`src/rtl/fu_sw_op_id.sv`:
```
// fu_sw_op_id: identifies the sel code of a fu_sw 2-input function unit from a
// stream of observed (a, b, y) samples, by candidate elimination over
// {AND, OR, XOR, XNOR}, with a timeout after MAX_SAMPLES samples.
//
// Ports
//   clk        in   1      rising-edge clock
//   rst_n      in   1      asynchronous active-low reset
//   start      in   1      begin identification (pulse or level)
//   in_valid   in   1      sample (a, b, y) valid
//   in_ready   out  1      sample accepted this cycle when in_valid is high
//   a, b, y    in   1      observed fu_sw inputs and output
//   busy       out  1      identification in progress
//   done       out  1      unique op found, sel_out valid
//   sel_out    out  2      identified sel code (00 AND, 01 OR, 10 XOR, 11 XNOR)
//   err        out  1      identification failed
//   err_code   out  2      01 no candidate left, 10 ambiguous after MAX_SAMPLES
//   sample_cnt out  CNT_W  samples consumed in the current/last run
// All outputs are registered.
module fu_sw_op_id #(
  parameter int unsigned MAX_SAMPLES = 16,
  parameter int unsigned CNT_W       = 5
) (
  input  logic             clk,
  input  logic             rst_n,
  input  logic             start,
  input  logic             in_valid,
  output logic             in_ready,
  input  logic             a,
  input  logic             b,
  input  logic             y,
  output logic             busy,
  output logic             done,
  output logic [1:0]       sel_out,
  output logic             err,
  output logic [1:0]       err_code,
  output logic [CNT_W-1:0] sample_cnt
);

  localparam int unsigned NUM_OPS = 4;
  localparam int unsigned SEL_W   = 2;
  localparam int unsigned POP_W   = 3;

  localparam logic [SEL_W-1:0] ERR_NONE         = 2'b00;
  localparam logic [SEL_W-1:0] ERR_INCONSISTENT = 2'b01;
  localparam logic [SEL_W-1:0] ERR_AMBIGUOUS    = 2'b10;

  typedef enum logic [1:0] {
    ST_IDLE    = 2'd0,
    ST_COLLECT = 2'd1,
    ST_DONE    = 2'd2,
    ST_FAIL    = 2'd3
  } state_e;

  state_e               state_q, state_d;
  logic [NUM_OPS-1:0]   mask_q, mask_d;
  logic [CNT_W-1:0]     cnt_q, cnt_d;
  logic                 done_q, done_d;
  logic                 err_q, err_d;
  logic [SEL_W-1:0]     err_code_q, err_code_d;
  logic [SEL_W-1:0]     sel_q, sel_d;
  logic                 in_ready_q, in_ready_d;
  logic                 busy_q, busy_d;

  logic [NUM_OPS-1:0]   match;
  logic [NUM_OPS-1:0]   nmask;
  logic [POP_W-1:0]     nmask_pop;
  logic [SEL_W-1:0]     nmask_idx;
  logic [CNT_W-1:0]     cnt_inc;
  logic                 handshake;

  // Number of surviving candidates.
  function automatic logic [POP_W-1:0] popcnt4(input logic [NUM_OPS-1:0] m);
    logic [POP_W-1:0] s;
    s = '0;
    for (int i = 0; i < int'(NUM_OPS); i++) begin
      s = s + POP_W'(m[i]);
    end
    return s;
  endfunction

  // Index of the lowest set bit; only meaningful when exactly one bit is set.
  function automatic logic [SEL_W-1:0] idx4(input logic [NUM_OPS-1:0] m);
    logic [SEL_W-1:0] r;
    r = '0;
    for (int i = NUM_OPS - 1; i >= 0; i--) begin
      if (m[i]) r = SEL_W'(i);
    end
    return r;
  endfunction

  // Which candidate functions agree with the observed sample.
  always_comb begin
    match[0] = ((a & b) == y);
    match[1] = ((a | b) == y);
    match[2] = ((a ^ b) == y);
    match[3] = ((~(a ^ b)) == y);
  end

  assign nmask     = mask_q & match;
  assign nmask_pop = popcnt4(nmask);
  assign nmask_idx = idx4(nmask);
  assign cnt_inc   = cnt_q + CNT_W'(1);
  // in_ready_q is only ever high in COLLECT.
  assign handshake = in_valid & in_ready_q;

  // State and output registers.
  always_ff @(posedge clk or negedge rst_n) begin
    if (!rst_n) begin
      state_q    <= ST_IDLE;
      mask_q     <= '1;
      cnt_q      <= '0;
      done_q     <= 1'b0;
      err_q      <= 1'b0;
      err_code_q <= ERR_NONE;
      sel_q      <= '0;
      in_ready_q <= 1'b0;
      busy_q     <= 1'b0;
    end else begin
      state_q    <= state_d;
      mask_q     <= mask_d;
      cnt_q      <= cnt_d;
      done_q     <= done_d;
      err_q      <= err_d;
      err_code_q <= err_code_d;
      sel_q      <= sel_d;
      in_ready_q <= in_ready_d;
      busy_q     <= busy_d;
    end
  end

  // Next-state and next-output logic.
  always_comb begin
    state_d    = state_q;
    mask_d     = mask_q;
    cnt_d      = cnt_q;
    done_d     = done_q;
    err_d      = err_q;
    err_code_d = err_code_q;
    sel_d      = sel_q;

    unique case (state_q)
      ST_IDLE, ST_DONE, ST_FAIL: begin
        if (start) begin
          state_d    = ST_COLLECT;
          mask_d     = '1;
          cnt_d      = '0;
          done_d     = 1'b0;
          err_d      = 1'b0;
          err_code_d = ERR_NONE;
          sel_d      = '0;
        end
      end
      ST_COLLECT: begin
        // start is ignored here; only accepted samples advance the run.
        if (handshake) begin
          mask_d = nmask;
          cnt_d  = cnt_inc;
          if (nmask_pop == POP_W'(0)) begin
            state_d    = ST_FAIL;
            err_d      = 1'b1;
            err_code_d = ERR_INCONSISTENT;
          end else if (nmask_pop == POP_W'(1)) begin
            state_d = ST_DONE;
            done_d  = 1'b1;
            sel_d   = nmask_idx;
          end else if (cnt_inc == CNT_W'(MAX_SAMPLES)) begin
            state_d    = ST_FAIL;
            err_d      = 1'b1;
            err_code_d = ERR_AMBIGUOUS;
          end
        end
      end
      default: begin
        state_d = ST_IDLE;
      end
    endcase

    // Registered handshake/status flags follow the next state.
    in_ready_d = (state_d == ST_COLLECT);
    busy_d     = (state_d == ST_COLLECT);
  end

  assign in_ready   = in_ready_q;
  assign busy       = busy_q;
  assign done       = done_q;
  assign sel_out    = sel_q;
  assign err        = err_q;
  assign err_code   = err_code_q;
  assign sample_cnt = cnt_q;

endmodule
```
`config.mk`:
```
export PLATFORM = sky130hd
export DESIGN_NAME = fu_sw_op_id
export DESIGN_NICKNAME = d
export VERILOG_FILES = /design/src/rtl/fu_sw_op_id.sv
export SDC_FILE = /design/constraint.sdc
export NUM_CORES = 1
export LEC_CHECK = 0
export BUFFER_PORTS_ARGS = -buffer_cell sky130_fd_sc_hd__buf_2
export CAP_MARGIN = 25
export CORE_UTILIZATION = 25
export CTS_CLUSTER_DIAMETER = 50
export DETAILED_ROUTE_END_ITERATION = 8
export PLACE_DENSITY = 0.55
export SKIP_CTS_REPAIR_TIMING = 1
export SLEW_MARGIN = 15
export SYNTH_ARGS = -nofsm -noshare
export SYNTH_HDL_FRONTEND = slang
export SYNTH_SLANG_ARGS = --single-unit
```
`constraint.sdc`:
```
create_clock -name clk -period 2.7 [get_ports clk]
set_input_delay 0.54 -clock clk [delete_from_list [all_inputs] [get_ports clk]]
set_output_delay 0.54 -clock clk [all_outputs]
set_load 0.005 [all_outputs]
```
==> flow_summary_export.csv <==
group,metric,value,unit
outcome,status,"finished clean",
critical_path,crit_path_end_kind,"flip-flop",
clock_tree,cts_max_level,1,
floorplan,io_pins,20,
global_routing,gr-usage-all-layers,0.124,
clock_tree,cts-buffers-inserted,3,
power,leakage,0.615,nW
timing,rsz0062_at_grt,"false",
global_routing,grt_pass1_wl,4040,um
timing,fin_crit_sh,0.969,
final_layout,area_growth,35.9,%
synth,synthTopCellsByCount,"dfrtp_1 (14), nand2_1 (10), o21ai_0 (8), inv_1 (6), nor2_1 (6)",
floorplan,die_x,65.5,um
timing,fmax,0.382,GHz
critical_path,cp_data_required_time,2840,ps
detailed_routing,avgRoutedWirePerCell,13.0,um
timing,worstMarginPinSlew,632,ps
synth,ys.flop_type,"dfrtp_1",
detailed_routing,drt_iter0_drc,33,
floorplan,die_y,65.5,um
final_layout,regArea,455,um2
detailed_routing,drc,0,
detailed_routing,ant_nets,0,
floorplan,dieArea,0.00429,mm2
placed_design,gp_congestion,0.799,
final_layout,drive_above_1_share,0.445,
timing,post-route-min-period,2620,ps
placed_design,place_ws,-321,ps
power,p_per_area,1120,mW/mm2
synth,syn_inst,100,
clock_tree,clk_pin_slew_worst_paths,70,ps
synth,yosys_warnings,0,
synth,synth_top_area_share,0.348,
synth,yosys.cell_types.count,36,
final_layout,final_cells,176,
synth,synth.most_common_cell,"dfrtp_1",
power,worst_ir_drop_vdd,0.000522,V
floorplan,core-area,0.00377,mm2
critical_path,reg2reg_slack,420,ps
clock_tree,cts_tree,"built",
floorplan,start_util,0.267,
global_routing,grt_overflow,0,
synth,yosysTopAreaCell,"dfrtp_1",
placed_design,placed_cells_incl_taps,171,
critical_path,r2r.worst_path.cells,9,
placed_design,post_dp_cell_area,0.00125,mm2
timing,timing.final.ws_setup,82.9,ps
critical_path,endpoint,"sel_out[0]$_DFFE_PN0P_",
synth,synth_seq_cells,18,
critical_path,r2r-end,"sel_out[0]$_DFFE_PN0P_",
final_layout,fin_util,0.363,
synth,ys_seq_area_frac,0.452,
detailed_routing,m1WireLength,1160,um
detailed_routing,via_per_inst,4.66,
clock_tree,clock_latency,250,ps
detailed_routing,top_layer,"met4",
synth,netlist_top_cells_area,"dfrtp_1 (35%), dfstp_2 (10%), ha_1 (6.2%), o21ai_0 (4.0%), nand2_1 (3.7%)",
run,drv_cap,0,
final_layout,design_area,0.00137,mm2
timing,setup_violations,0,
detailed_routing,dr_total_vias,820,
final_layout,fill_cells,389,
final_layout,multiInputGateArea,597,um2
placed_design,hpwlAfterDp,1690,um
synth,syn_area_per_cell,10.1,um2
timing,setup_tns,0,ps
critical_path,path_class,"in -> reg",
global_routing,grt_pass1_vias,812,
synth,synthArstFlopShare,1.00,
floorplan,rows,22,
critical_path,worstPathArrival,2750,ps
critical_path,worstReg2RegStart,"mask_q[1]$_DFFE_PN1P_",
timing,hold_violations,0,
final_layout,antenna_cells,0,
timing,finalClockSkew,3.59,ps
placed_design,portBuffers,19,
global_routing,grt_max_degree,19,
timing,timing.final.max_slew_violations,0,
critical_path,cp_max_fo,3,
synth,synth_area,0.00101,mm2
clock_tree,cts-root-buf,"clkbuf_8",
synth,synth_fp_nets,113,
timing,slew_headroom,0.577,
critical_path,crit_start,"a",
clock_tree,cts_num_sinks,18,
detailed_routing,wl_met2,1040,um
detailed_routing,dr_wl_met3,67,um
clock_tree,clock_tree.buffer_depth,2,
detailed_routing,drtPass1Iterations,4,
hold_path,hp-class,"in -> async",
detailed_routing,routed_wl,2290,um
synth,synth-edff-count,0,
global_routing,antenna_found_initial,0,
final_layout,nNetsFinal,142,
critical_path,cp-start-kind,"input pin",
-- layer usage --
metal | track usage | up-vias
met5 | 0 | -
met4 | 0.0326 | 0
met3 | 0.0278 | 4
met2 | 0.191 | 15
met1 | 0.175 | 387
li1 | - | 414
-- sequential cells by signal, indices dropped and copies added (netlist names) --
register    count
sample_cnt      5
done            1
err_code        2
mask_q          4
sel_out         2
err             1
busy            1
state_q         2
-- worst min path at each step --
stage	startpoint	end	depth (start not counted)
2_1_floorplan	rst_n	busy$_DFF_PN0_	0
3_3_place_gp	mask_q[0]$_DFFE_PN1P_	mask_q[0]$_DFFE_PN1P_	2
3_5_place_dp	mask_q[0]$_DFFE_PN1P_	mask_q[0]$_DFFE_PN1P_	2
4_1_cts	rst_n	sample_cnt[4]$_DFFE_PN0P_	1
5_1_grt	rst_n	sample_cnt[4]$_DFFE_PN0P_	1
6_report	rst_n	sample_cnt[4]$_DFFE_PN0P_	1
-- cell families after synthesis --
logic type | synth area share
compound gates | 0.201
mux | 0.0149
buf+inv | 0.0484
fa+ha+maj | 0.0820
simple gates | 0.158
flops | 0.452
xor+xnor | 0.0435
-- worst max-delay path: stages --
cell,delay (ps)
buf_2,110
inv_2,60
ha_4,200
xor2_2,180
nand2_2,90
clkinv_2,70
fa_1,440
ha_2,210
ha_4,240
nor2_4,110
a21oi_4,80
nor2_2,120
mux2_4,300
-- placed cells by master (no fill, tap or decap), drive strengths merged, types with 2 or more instances in the layout --
cell	n
a31oi	4
nand4b	2
nand3	2
ha	5
xor2	4
a2bb2oi	3
nand2	10
a21oi	6
o31ai	3
clkbuf	4
nor2	7
buf	27
and2	3
dfstp	4
o21ai	9
inv	6
nand2b	2
dfrtp	14
-- power breakdown --
group	switching [W]	leakage, nW	internal [W]
Sequential	0.0000786	0.218	0.000392
Clock	0.0000894	0.0288	0.000129
Combinational	0.000452	0.369	0.000397
-- metrics by stage --
step | hold slack, ps | total power (W)
6_report | 214 | 0.00154
3_3_place_gp | 457 | 0.00123
3_5_place_dp | 460 | 0.00125
4_1_cts | 232 | 0.00148
2_1_floorplan | 244 | 0.000999
5_1_grt | 240 | 0.00169
-- final cells by class --
cell class	instances	area share
Timing Repair Buffer	27	0.118
Multi-Input combinational cell	72	0.436
Tap cell	48	0.0439
Clock buffer	4	0.0402
Sequential cell	18	0.333
Inverter	7	0.0293
Power figures use the tool's default switching activity.
